--- src/rtl/frequency_meter.sv ---
// Frequency meter: counts SignalIn rising edges per gate window and measures the
// period between consecutive rising edges, all in the InputCLK domain.
module frequency_meter #(
  parameter int MasterFrequency = 100000000,
  parameter int GateFrequency   = 10,
  parameter int bitsNumber      = 24
) (
  input  logic                  InputCLK,
  input  logic                  Reset,
  input  logic                  SignalIn,
  output logic [bitsNumber-1:0] EdgeCount,
  output logic [bitsNumber-1:0] Period,
  output logic                  CountValid,
  output logic                  PeriodValid,
  output logic                  Overflow
);

  localparam int GateLimit = MasterFrequency / GateFrequency;
  localparam logic [bitsNumber-1:0] gateLast = bitsNumber'(GateLimit - 1);
  localparam logic [bitsNumber-1:0] allZeros = {bitsNumber{1'b0}};
  localparam logic [bitsNumber-1:0] allOnes  = {bitsNumber{1'b1}};
  localparam logic [bitsNumber-1:0] countOne = {{(bitsNumber-1){1'b0}}, 1'b1};

  typedef enum logic [0:0] {
    IDLE    = 1'b0,
    MEASURE = 1'b1
  } periodState_t;

  logic                  sync1_r;
  logic                  sync2_r;
  logic                  sync3_r;
  logic                  rise_s;
  logic [bitsNumber-1:0] riseExt_s;
  logic                  gateClose_s;
  logic [bitsNumber-1:0] gateCount_r;
  logic [bitsNumber-1:0] edgeAcc_r;

  periodState_t          state_r;
  periodState_t          stateNext_s;
  logic [bitsNumber-1:0] pcount_r;
  logic [bitsNumber-1:0] pcountNext_s;
  logic [bitsNumber-1:0] periodNext_s;
  logic                  periodValidNext_s;
  logic                  overflowNext_s;

  // Two-flop synchronizer plus one delay stage for rising-edge detection
  always_ff @(posedge InputCLK or posedge Reset) begin
    if (Reset) begin
      sync1_r <= 1'b0;
      sync2_r <= 1'b0;
      sync3_r <= 1'b0;
    end else begin
      sync1_r <= SignalIn;
      sync2_r <= sync1_r;
      sync3_r <= sync2_r;
    end
  end

  assign rise_s      = sync2_r & ~sync3_r;
  assign riseExt_s   = {{(bitsNumber-1){1'b0}}, rise_s};
  assign gateClose_s = (gateCount_r == gateLast);

  // Gate window counter; a rise on the closing cycle still belongs to the closing window
  always_ff @(posedge InputCLK or posedge Reset) begin
    if (Reset) begin
      gateCount_r <= allZeros;
      edgeAcc_r   <= allZeros;
      EdgeCount   <= allZeros;
      CountValid  <= 1'b0;
    end else if (gateClose_s) begin
      gateCount_r <= allZeros;
      edgeAcc_r   <= allZeros;
      EdgeCount   <= edgeAcc_r + riseExt_s;
      CountValid  <= 1'b1;
    end else begin
      gateCount_r <= gateCount_r + countOne;
      edgeAcc_r   <= edgeAcc_r + riseExt_s;
      CountValid  <= 1'b0;
    end
  end

  // Period FSM state and registered outputs
  always_ff @(posedge InputCLK or posedge Reset) begin
    if (Reset) begin
      state_r     <= IDLE;
      pcount_r    <= allZeros;
      Period      <= allZeros;
      PeriodValid <= 1'b0;
      Overflow    <= 1'b0;
    end else begin
      state_r     <= stateNext_s;
      pcount_r    <= pcountNext_s;
      Period      <= periodNext_s;
      PeriodValid <= periodValidNext_s;
      Overflow    <= overflowNext_s;
    end
  end

  // Period FSM next state: the first edge only arms the measurement
  always_comb begin
    stateNext_s       = state_r;
    pcountNext_s      = pcount_r;
    periodNext_s      = Period;
    periodValidNext_s = 1'b0;
    overflowNext_s    = Overflow;
    case (state_r)
      IDLE: begin
        if (rise_s) begin
          stateNext_s    = MEASURE;
          pcountNext_s   = countOne;
          overflowNext_s = 1'b0;
        end else begin
          pcountNext_s   = pcount_r;
        end
      end
      MEASURE: begin
        if (rise_s) begin
          periodNext_s      = pcount_r;
          periodValidNext_s = 1'b1;
          pcountNext_s      = countOne;
          overflowNext_s    = 1'b0;
        end else if (pcount_r == allOnes) begin
          stateNext_s    = IDLE;
          overflowNext_s = 1'b1;
          pcountNext_s   = pcount_r + countOne;
        end else begin
          pcountNext_s   = pcount_r + countOne;
        end
      end
      default: begin
        stateNext_s  = IDLE;
        pcountNext_s = allZeros;
      end
    endcase
  end

endmodule

--- config.mk ---
export PLATFORM = sky130hd
export DESIGN_NAME = frequency_meter
export DESIGN_NICKNAME = d
export VERILOG_FILES = /design/src/rtl/frequency_meter.sv
export SDC_FILE = /design/constraint.sdc
export NUM_CORES = 1
export LEC_CHECK = 0
export CORE_MARGIN = 5
export CORE_UTILIZATION = 40
export DETAILED_ROUTE_END_ITERATION = 8
export PLACE_DENSITY = 0.6
export SKIP_LAST_GASP = 1
export SYNTH_ARGS = -nofsm -noshare
export SYNTH_HDL_FRONTEND = slang
export SYNTH_SLANG_ARGS = --single-unit
export TNS_END_PERCENT = 5
--- constraint.sdc ---
create_clock -name InputCLK -period 5.1 [get_ports InputCLK]
set_input_delay 0.51 -clock InputCLK [delete_from_list [all_inputs] [get_ports InputCLK]]
set_output_delay 0.51 -clock InputCLK [all_outputs]
set_load 0.005 [all_outputs]
==> run_results.csv <==
group,metric,value,unit
placement,place_hpwl,7750,um
final_layout,syn2layout_area_growth,21.8,%
floorplan,start_util,0.411,
route,drt_iter0_markers,223,
pwr,pwr-share-seq,0.456,
yosys,async_flop_share,1.00,
pwr,powerDensity,351,nW/um^2
yosys,avgSynthCellArea,11.4,um^2
placement,placedCellCount,717,
floorplan,coreArea,13900,um^2
sta,whs,0.359,ns
sta,period_needed,3.05,ns
sta,report.final.slew_viol_count,0,
yosys,synth_warnings,0,
floorplan,die_x,130,um
floorplan,placement_rows,43,
worst_setup_path,r2r-start,"gateCount_r[0]$_DFF_PP0_",
final_layout,drive_above_1_share,0.151,
grt,grt_max_degree,74,
sta,clock_skew,0.0119,ns
clocking,cts_sinks,127,
sta,tightest_slew,1.10,ns
clocking,clockBufferDepth,2,
sta,max-slew-margin-rel,0.260,
worst_setup_path,r2r_setup_slack,2.05,ns
worst_setup_path,start_kind,"flip-flop",
clocking,postCtsSetupBuffers,0,
pwr,internal_power,1.87,mW
placement,portBuffers,53,
route,vias_per_cell,5.36,
final_layout,mostFrequentLayoutCell,"dfrtp_1",
worst_hold_path,min_path_type,"reg -> reg",
route,route.detailed.drc,0,
clocking,cts_tree,"done",
floorplan,die-area,16800,um^2
placement,dp_worst_setup_slack,2.06,ns
yosys,syn-cell-area,5720,um^2
yosys,synth_area_leaders,"dfrtp_1, mux2_2, xnor2_1, xor2_1, nand4_1",
pwr,ir_drop,0.222,mV
worst_setup_path,worstReg2RegEnd,"EdgeCount[9]$_DFFE_PP0P_",
grt,grt_pass1_wl,20100,um
route,wire_per_inst,15.6,um
sta,setup_viol_count_final,0,
worst_setup_path,cp.required,5.40,ns
route,drt-total-wl,11700,um
yosys,synth_top_area_frac,0.555,
grt,track_usage,0.151,
final_layout,fillers,1240,
clocking,cts_hold_buf,0,
sta,hold_violations,0,
sta,rsz0062_at_grt,"false",
worst_setup_path,cp_max_fo,40,
pwr,switchingPower,0.576,mW
yosys,synth_flop_cell,"dfrtp_1",
pwr,design_power_total,2.45,mW
worst_setup_path,r2r_cells,6,
worst_setup_path,setup.worst_path.end,"EdgeCount[9]$_DFFE_PP0P_",
final_layout,layout.nets,563,
sta,setup_ws,2.05,ns
yosys,synth_cell_types,52,
route,vias,4014,
clocking,ctsResizeCount,0,
pwr,power_frac_clock,0.473,
clocking,clk_latency,0.42,ns
clocking,clkTransAtPathRegs,0.06,ns
grt,antenna_found_initial,0,
clocking,cts_buffers,17,
final_layout,diodes,0,
worst_setup_path,critical_path_class,"reg -> reg",
final_layout,final_cell_mix,"dfrtp_1, clkdlybuf4s50_1, mux2_2",
final_layout,final_cells,749,
pwr,leakagePower,3.07,nW
placement,routabilityCongestion,0.837,
sta,fmax,328,MHz
sta,fin_crit_sh,0.598,
sta,finalSetupTns,0,ns
worst_setup_path,endpoint_kind,"flip-flop",
floorplan,die_h,130,um
worst_setup_path,arrival,3.35,ns
clocking,cts_root_buffer,"clkbuf_16",
yosys,synth-edff-count,0,
flow_run,maxCapViolations,0,
clocking,h-tree-depth,4,
pwr,p_sw_frac,0.235,
run_status,status,"finished, final reports clean",
grt,gr-total-overflow,0,
pwr,comb_power_share,0.071,
yosys,syn_inst,503,
floorplan,io_pins,54,
route,first_pass_iters,4,
yosys,syn_nets,510,
worst_setup_path,crit_start,"gateCount_r[0]$_DFF_PP0_",
route,antenna_left,0,
grt,grt_pass1_vias,4105,
yosys,synth_area_leader_cell,"dfrtp_1",
yosys,synth-seq-area-share,0.555,
yosys,ys_seq_elements,127,
## metal layers
layer / vias up / wire length [um] / global-route usage / part of all wire
met1: 1970 / 5380 / 0.198 / 0.46
met5: - / 0 / 0 / 0
met4: 0 / 255 / 0.0617 / 0.022
li1: 1928 / - / - / -
met3: 22 / 582 / 0.0495 / 0.050
met2: 94 / 5470 / 0.232 / 0.47
## Yosys cell counts, types with 2 or more instances
cell and number:
ha_1 4, nand2_1 24, nand3b_1 2, nand4_1 20
nor4_1 14, and2_1 2, o21ai_0 7, buf_2 9
dfrtp_1 127, a2bb2oi_1 2, nor2b_1 17, and4_1 3
or4_1 8, nor4b_1 2, mux2_2 41, a31oi_1 14
xor2_1 20, inv_1 13, o41ai_1 2, and3_1 13
o31ai_1 8, o21a_1 2, buf_1 3, nand3_1 24
nor3_1 8, nor2_1 29, clkbuf_1 9, or3_1 7
a21oi_1 20, xnor2_1 24, nand3_2 2, nor3b_1 3
## sequential cells by signal, indices dropped and copies added, names as in the netlist, 24 cells and up
name         cells
EdgeCount       24
pcount_r        24
edgeAcc_r       24
Period          24
gateCount_r     24
## kinds of logic after synthesis
group	share of synthesized area
compound gates	0.0676
xor+xnor	0.0674
fa+ha+maj	0.00875
buf+inv	0.0269
flops	0.555
mux	0.0824
simple gates	0.192
## area by class of cell
cell class / instances / area [um^2] / area share
Sequential cell: 127 / 3180 / 0.456
Multi-Input combinational cell: 340 / 2390 / 0.343
Timing Repair Buffer: 56 / 553 / 0.0794
Clock buffer: 21 / 450 / 0.0646
Tap cell: 180 / 225 / 0.0323
Clock inverter: 11 / 116 / 0.0167
Inverter: 14 / 55.1 / 0.00790
## through the flow
stage          cell area [um^2]   util
2_1_floorplan              5720      -
3_3_place_gp               6400  0.459
3_5_place_dp               6400  0.459
4_1_cts                    6970  0.500
5_1_grt                    6970  0.500
6_report                   6970  0.500
## worst min-delay path by stage
stage	start	to	slack, ns	cells after the start
global placement	sync1_r$_DFF_PP0_	sync2_r$_DFF_PP0_	0.34	0
CTS	sync1_r$_DFF_PP0_	sync2_r$_DFF_PP0_	0.36	0
global route	sync1_r$_DFF_PP0_	sync2_r$_DFF_PP0_	0.38	0
floorplan	sync1_r$_DFF_PP0_	sync2_r$_DFF_PP0_	0.33	0
finish	sync1_r$_DFF_PP0_	sync2_r$_DFF_PP0_	0.36	0
detailed placement	sync1_r$_DFF_PP0_	sync2_r$_DFF_PP0_	0.34	0
## power groups by stage
stage / Combinational [mW] / Clock, mW / Sequential [mW]
floorplan: 0.112 / 0 / 1.12
global placement: 0.172 / 0 / 1.13
detailed placement: 0.178 / 0 / 1.13
CTS: 0.179 / 1.18 / 1.12
global route: 0.197 / 1.23 / 1.12
finish: 0.174 / 1.16 / 1.12
## critical path: stages (launching register included)
cell and delay, ns:
dfrtp_1 0.39, ha_1 0.23, nand3_1 0.18, nor2_1 0.56
and3_2 0.83, buf_4 0.37, mux2_2 0.36
Note: power is estimated with default switching activity, not from simulation.
